## config.mk

```make
export PLATFORM = sky130hd
export DESIGN_NAME = encoder_accumulator
export DESIGN_NICKNAME = d
export VERILOG_FILES = /design/src/rtl/encoder_accumulator.sv
export SDC_FILE = /design/constraint.sdc
export NUM_CORES = 1
export LEC_CHECK = 0
export CAP_MARGIN = 20
export CORE_ASPECT_RATIO = 0.5
export CORE_MARGIN = 2
export CORE_UTILIZATION = 25
export DETAILED_ROUTE_END_ITERATION = 10
export PLACE_DENSITY = 0.45
export RECOVER_POWER = 100
export SETUP_SLACK_MARGIN = 0.4
export SYNTH_ARGS = -nofsm -noshare
export SYNTH_HDL_FRONTEND = slang
export SYNTH_SLANG_ARGS = --single-unit
```

## constraint.sdc

```tcl
create_clock -name Clock -period 7.1 [get_ports Clock]
set_clock_uncertainty 0.1 [all_clocks]
set_input_delay 1.42 -clock Clock [delete_from_list [all_inputs] [get_ports Clock]]
set_output_delay 1.42 -clock Clock [all_outputs]
set_load 0.1 [all_outputs]
```

## src/rtl/encoder_accumulator.sv

```systemverilog
// Bounded up/down value driven by encoder detent pulses, with speed-dependent acceleration.
// Value_o/Changed_o/Fast_o update one cycle after the sampled event or load; no backpressure, every pulse is consumed.
module encoder_accumulator #(
    parameter int CLOCK_HZ       = 10_000_000,
    parameter int WIDTH          = 8,
    parameter int MIN_VALUE      = 0,
    parameter int MAX_VALUE      = 99,
    parameter int INIT_VALUE     = 0,
    parameter int WRAP           = 0,
    parameter int FAST_WINDOW_US = 20_000,
    parameter int FAST_THRESHOLD = 4,
    parameter int FAST_STEP      = 10
) (
    input  logic             Clock,
    input  logic             Reset,
    input  logic             Increment_i,
    input  logic             Decrement_i,
    input  logic             Load_i,
    input  logic [WIDTH-1:0] Data_i,
    output logic [WIDTH-1:0] Value_o,
    output logic             Changed_o,
    output logic             Fast_o
);

    localparam int WINDOW_CLOCKS = CLOCK_HZ / 1_000_000 * FAST_WINDOW_US;
    localparam int TW = $clog2(WINDOW_CLOCKS + 1);
    localparam int SW = $clog2(FAST_THRESHOLD + 1);

    localparam logic [TW-1:0]  L_WC    = TW'(WINDOW_CLOCKS);
    localparam logic [SW-1:0]  L_THR   = SW'(FAST_THRESHOLD);
    localparam logic [WIDTH:0] L_MIN   = (WIDTH+1)'(MIN_VALUE);
    localparam logic [WIDTH:0] L_MAX   = (WIDTH+1)'(MAX_VALUE);
    localparam logic [WIDTH:0] L_RANGE = (WIDTH+1)'(MAX_VALUE - MIN_VALUE + 1);
    localparam logic [WIDTH:0] L_FSTEP = (WIDTH+1)'(FAST_STEP);

    typedef enum logic [1:0] {
        S_IDLE,
        S_TRACK,
        S_FAST
    } state_t;

    state_t           r_state;
    logic [SW-1:0]    r_streak;
    logic             r_dir;
    logic [TW-1:0]    r_timer;
    logic [WIDTH-1:0] r_value;
    logic             r_changed;
    logic             r_fast;

    state_t           w_state_nxt;
    logic [SW-1:0]    w_streak_nxt;
    logic             w_dir_nxt;
    logic [TW-1:0]    w_timer_nxt;
    logic [WIDTH-1:0] w_value_nxt;

    logic             w_event;
    logic             w_up;
    logic             w_quick;
    logic             w_fast_step;
    logic [WIDTH:0]   w_step;
    logic [WIDTH:0]   w_base;
    logic [WIDTH:0]   w_sum;
    logic [WIDTH:0]   w_low;
    logic [WIDTH-1:0] w_step_res;
    logic [WIDTH-1:0] w_load_val;

    // Both pulses in one cycle cancel out and leave all tracking untouched.
    assign w_event = Increment_i ^ Decrement_i;
    assign w_up    = Increment_i;
    assign w_quick = w_event && (r_state != S_IDLE) && (r_timer < L_WC) && (w_up == r_dir);

    always_comb begin
        w_fast_step = 1'b0;
        if (w_quick) begin
            w_fast_step = (r_state == S_FAST) || ((r_streak + SW'(1)) >= L_THR);
        end
    end

    // One extra bit of headroom keeps value+step and MIN+step from overflowing.
    always_comb begin
        w_step     = w_fast_step ? L_FSTEP : (WIDTH+1)'(1);
        w_base     = {1'b0, r_value};
        w_sum      = w_base + w_step;
        w_low      = L_MIN + w_step;
        w_step_res = r_value;
        if (w_up) begin
            if (w_sum > L_MAX) begin
                w_step_res = (WRAP != 0) ? WIDTH'(w_sum - L_RANGE) : WIDTH'(L_MAX);
            end else begin
                w_step_res = WIDTH'(w_sum);
            end
        end else begin
            if (w_base < w_low) begin
                w_step_res = (WRAP != 0) ? WIDTH'(w_base + L_RANGE - w_step) : WIDTH'(L_MIN);
            end else begin
                w_step_res = WIDTH'(w_base - w_step);
            end
        end
    end

    always_comb begin
        w_load_val = Data_i;
        if (int'(Data_i) < MIN_VALUE) begin
            w_load_val = WIDTH'(MIN_VALUE);
        end else if (int'(Data_i) > MAX_VALUE) begin
            w_load_val = WIDTH'(MAX_VALUE);
        end
    end

    always_comb begin
        w_state_nxt  = r_state;
        w_streak_nxt = r_streak;
        w_dir_nxt    = r_dir;
        w_timer_nxt  = (r_timer == L_WC) ? r_timer : r_timer + TW'(1);
        w_value_nxt  = r_value;
        if (Load_i) begin
            w_state_nxt  = S_IDLE;
            w_streak_nxt = '0;
            w_timer_nxt  = '0;
            w_value_nxt  = w_load_val;
        end else if (w_event) begin
            w_timer_nxt = '0;
            w_dir_nxt   = w_up;
            w_value_nxt = w_step_res;
            if (!w_quick) begin
                w_state_nxt  = S_TRACK;
                w_streak_nxt = SW'(1);
            end else if (r_state != S_FAST) begin
                if (w_fast_step) begin
                    w_state_nxt  = S_FAST;
                    w_streak_nxt = L_THR;
                end else begin
                    w_streak_nxt = r_streak + SW'(1);
                end
            end
        end else if ((r_timer == L_WC) && (r_state != S_IDLE)) begin
            w_state_nxt  = S_IDLE;
            w_streak_nxt = '0;
        end
    end

    always_ff @(posedge Clock or posedge Reset) begin
        if (Reset) begin
            r_state   <= S_IDLE;
            r_streak  <= '0;
            r_dir     <= 1'b0;
            r_timer   <= L_WC;
            r_value   <= WIDTH'(INIT_VALUE);
            r_changed <= 1'b0;
            r_fast    <= 1'b0;
        end else begin
            r_state   <= w_state_nxt;
            r_streak  <= w_streak_nxt;
            r_dir     <= w_dir_nxt;
            r_timer   <= w_timer_nxt;
            r_value   <= w_value_nxt;
            r_changed <= (w_value_nxt != r_value);
            r_fast    <= (w_state_nxt == S_FAST);
        end
    end

    assign Value_o   = r_value;
    assign Changed_o = r_changed;
    assign Fast_o    = r_fast;

endmodule

```

==> results by group <==
Power
  – Leak Pwr: 1.21 nW
  – NetSw: 272 uW
  – Clock share of power: 0.367
  – Net switching share of the total power: 0.376
  – Pint: 452 uW
  – Worst voltage drop across the vdd grid: 86.2 uV
  – Combinational share of power: 0.312
  – Total power density per cell area: 230 nW/um2
  – Sequential power share: 0.320

Cells and area
  – Synth-to-layout area growth: 18.7%
  – Number of non-filler instances in the completed layout: 480
  – Final standard cell area without fillers: 3150 um2
  – # diodes: 0
  – Fraction of final layout cells sized beyond drive strength 1: 0.0676
  – Total number of nets in the final design: 363

Worst setup path
  – Buffer and inverter count on the worst path: 1
  – Reg-to-reg endpoint: Changed_o
  – Cells along the critical path: dlygate4sd3_1 -> nand2b_1 -> a2111oi_4 -> nand2_1 -> ha_1 -> fa_1 -> and4b_1 -> o21ai_0 -> xor2_1 -> or4_1 -> a32oi_1 -> o2bb2ai_1 -> a31oi_1 -> o2111ai_1
  – Launching point of the worst reg2reg path: r_timer[13]
  – Largest delay contributor family on the critical path: compound AO/OA/AOI/OAI gates
  – Worst-case register-to-register setup slack: 2.08 ns
  – Highest net fanout along the worst path: 14
  – Number of gates on the worst path with buffers counted: 14
  – Critical Path Source Type: primary input
  – Critical path endpoint: Changed_o
  – CP Capture Type: flip-flop
  – Depth of the worst register-to-register path: 14
  – Slowest stage cell, crit path: sky130_fd_sc_hd__dlygate4sd3_1
  – Slowest stage delay, CP: 0.92 ns
  – Data arrival, critical path: 6.19 ns
  – Worst endpoint required time: 7.14 ns
  – Worst Setup Path Type: primary input to flip-flop
  – Timing startpoint of the critical path: Increment_i

Place
  – Final GP Congestion: 0.869
  – IO buf count: 22
  – Pre-CTS setup slack: 0.936 ns
  – Cell count after placement: 472
  – Cell Area, Placed: 2990 um2
  – Detailed Place HPWL: 5490 um

Yosys
  – Synthesized netlist net count: 347
  – Synthesized instance count: 323
  – Number of enable-type register cells in the synthesized netlist: 0
  – Distinct cell type count after synthesis: 62
  – Post-synthesis register bit count: 34
  – Post-synthesis area per instance: 8.20 um2
  – Yosys Warn Count: 0
  – Synthesized area: 2650 um2
  – Sequential fraction of the synthesis area: 0.324
  – Fraction of registers with async set/reset: 1.00
  – Prevailing post-synth register cell: sky130_fd_sc_hd__dfrtp_1

STA
  – Slew Limit Headroom: -0.333
  – Worst-Margin Slew: 2.00 ns
  – RSZ-0062 raised after global routing: no
  – Post-route fraction of the period consumed by the critical path: 0.865
  – Highest attainable clock frequency: 163 MHz
  – Worst hold-check slack: 0.402 ns
  – Fin crit period: 6.14 ns
  – Count of final setup violators: 0
  – Final critical-path setup slack: 0.956 ns
  – Fin. Hold Viols: 0
  – Max-slew violation count: 35
  – Total Negative Setup Slacks: 0 ns

Drt
  – Violation count after the first detailed-route iteration: 157
  – Routed vias/inst: 5.04
  – Via count: 2418
  – DRT Wirelength: 7570 um
  – DR pass1 iterations: 5
  – Antenna violation net count after detailed routing: 0
  – Drt drc: 0
  – WL/cell: 15.8 um

Global route
  – Total routing usage reported by global routing: 0.140
  – Pin count of the biggest net entering global routing: 35
  – Number of global-route vias before repair: 2448
  – Remaining Overflow, GRT: 0
  – Initial antenna violation count: 0
  – Global-route wire length before repair: 12600 um

Status
  – Failing checks: capacitance limit, slew limit
  – Result of the run: complete, but fails checks

Clock network
  – Clock sink total: 34
  – Post_cts resized: 0
  – Root buffer cell: sky130_fd_sc_hd__clkbuf_16
  – Clock transition at the registers of the reported paths: 0.06 ns
  – Post-CTS Hold Fix Bufs: 0
  – Post-CTS setup repair buffer count: 0
  – Clock Path Buffers: 2
  – CTS Buf Count: 5
  – TritonCTS clock tree: yes
  – Insertion delay of the later-clocked pin in the worst-skew pair: 0.29 ns
  – Htree depth: 2

Floorplan
  – Starting density of the core: 0.259
  – Die extent in y: 76.8 um
  – Number of standard-cell rows in the floorplan: 26
  – Total Die Area: 11500 um2
  – IO Pins: 23
  – Core ar.: 10200 um2
  – Die width: 150 um

Min path
  – Class of the tightest hold or removal check: flip-flop to flip-flop
  – Start point of the worst hold path: r_timer[17]

Run
  – Max Cap Viol: 1
## how the worst min path moves through the flow
stage	endpoint	slack [ns]	cells past startpoint
after floorplan	r_timer[17]	0.37	2
after global placement	r_timer[17]	0.39	2
after detailed placement	r_timer[17]	0.40	2
after CTS	r_timer[17]	0.40	2
after global routing	r_timer[17]	0.44	2
final	r_timer[17]	0.40	2
## synth_stat cells, drive strengths merged (2+ instances only)
| cell | instances | area (um2) |
|---|---|---|
| dfstp | 6 | 158 |
| dfrtp | 28 | 701 |
| o41ai | 3 | 26.3 |
| and4 | 3 | 26.3 |
| inv | 17 | 63.8 |
| nor4 | 5 | 31.3 |
| nor3b | 2 | 20.0 |
| clkbuf | 8 | 31.3 |
| o21ai | 24 | 124 |
| nand2 | 29 | 109 |
| nor3 | 9 | 45.0 |
| buf | 7 | 35.0 |
| a21o | 3 | 22.5 |
| a41oi | 2 | 25.0 |
| nand2b | 9 | 56.3 |
| nor2 | 40 | 150 |
| o31ai | 2 | 15.0 |
| a31oi | 3 | 18.8 |
| a21boi | 2 | 15.0 |
| o211ai | 4 | 35.0 |
| or3 | 8 | 50.1 |
| fa | 2 | 40.0 |
| and3 | 3 | 18.8 |
| a211oi | 4 | 35.0 |
| a21oi | 21 | 105 |
| xor2 | 14 | 123 |
| xnor2 | 5 | 43.8 |
| or4 | 3 | 26.3 |
| o2111ai | 3 | 26.3 |
| ha | 9 | 113 |
| and2 | 3 | 18.8 |
| nor2b | 3 | 18.8 |
| nand4 | 5 | 31.3 |
| nand3 | 12 | 60.1 |
| o21bai | 3 | 22.5 |
| a32oi | 2 | 17.5 |
## cell families after synthesis
group | after synthesis | synth area share
simple gates | 139 | 0.267
compound gates | 86 | 0.232
flops | 34 | 0.324
buf+inv | 32 | 0.0491
xor+xnor | 19 | 0.0628
fa+ha+maj | 11 | 0.0576
mux | 2 | 0.00803
## placed cells by master (no fill, tap or decap), drive strengths merged, types with 3 or more instances in the layout
cell and count:
nand2 29, nor2 40, nand3 12, and2 3, o21ai 24, nor2b 3, nand2b 9, xnor2 5
dlygate4sd3 13, a21o 3, o211ai 4, o41ai 3, o2111ai 3, clkdlybuf4s50 9, nor4 5, a31oi 3
ha 9, nand4 5, and3 3, or3 8, xor2 14, clkbuf 8, dfrtp 28, inv 17
or4 3, dfstp 6, and4 3, o21bai 3, a21oi 21, a211oi 4, nor3 9
## registers in the layout, summed over array words and instances (netlist names)
register / count
Value_o: 8
r_dir: 1
r_timer: 18
Fast_o: 1
r_state: 2
Changed_o: 1
r_streak: 3
## worst register-to-register path: stages, from the launching register on
cell	delay, ns
sky130_fd_sc_hd__dfrtp_1	0.44
sky130_fd_sc_hd__nor4_1	0.51
sky130_fd_sc_hd__a21oi_1	0.22
sky130_fd_sc_hd__a2111oi_4	0.49
sky130_fd_sc_hd__nand2_1	0.29
sky130_fd_sc_hd__ha_1	0.29
sky130_fd_sc_hd__fa_1	0.48
sky130_fd_sc_hd__and4b_1	0.27
sky130_fd_sc_hd__o21ai_0	0.35
sky130_fd_sc_hd__xor2_1	0.11
sky130_fd_sc_hd__or4_1	0.59
sky130_fd_sc_hd__a32oi_1	0.36
sky130_fd_sc_hd__o2bb2ai_1	0.11
sky130_fd_sc_hd__a31oi_1	0.16
sky130_fd_sc_hd__o2111ai_1	0.12
## power by group through the flow
stage	sequential, mW	combinational [mW]	clock [mW]
2_1_floorplan	0.277	0.125	0
3_3_place_gp	0.235	0.234	0
3_5_place_dp	0.235	0.231	0
4_1_cts	0.232	0.232	0.272
5_1_grt	0.234	0.247	0.284
6_report	0.232	0.226	0.266
## area by class of cell
| cell class | instances | area [um2] |
|---|---|---|
| inverter | 17 | 63.8 |
| clock inverter | 1 | 30.0 |
| fill | 1090 | 7100 |
| tap | 140 | 175 |
| clock buffer | 7 | 143 |
| sequential | 34 | 858 |
| timing repair buffer | 24 | 231 |
| multi-input combinational | 257 | 1640 |
## through the flow
stage	util	power (mW)
global route	0.307	0.765
floorplan	-	0.402
CTS	0.309	0.735
global placement	0.292	0.469
finish	0.307	0.724
detailed placement	0.292	0.466
## routing by layer
| metal | vias up | track usage | wire length [um] |
|---|---|---|---|
| met5 | - | 0 | 0 |
| met3 | 8 | 0.0333 | 314 |
| met2 | 51 | 0.226 | 3500 |
| met4 | 0 | 0.0448 | 100 |
| li1 | 1199 | - | - |
| met1 | 1160 | 0.186 | 3650 |
Power figures use the tool's default switching activity.
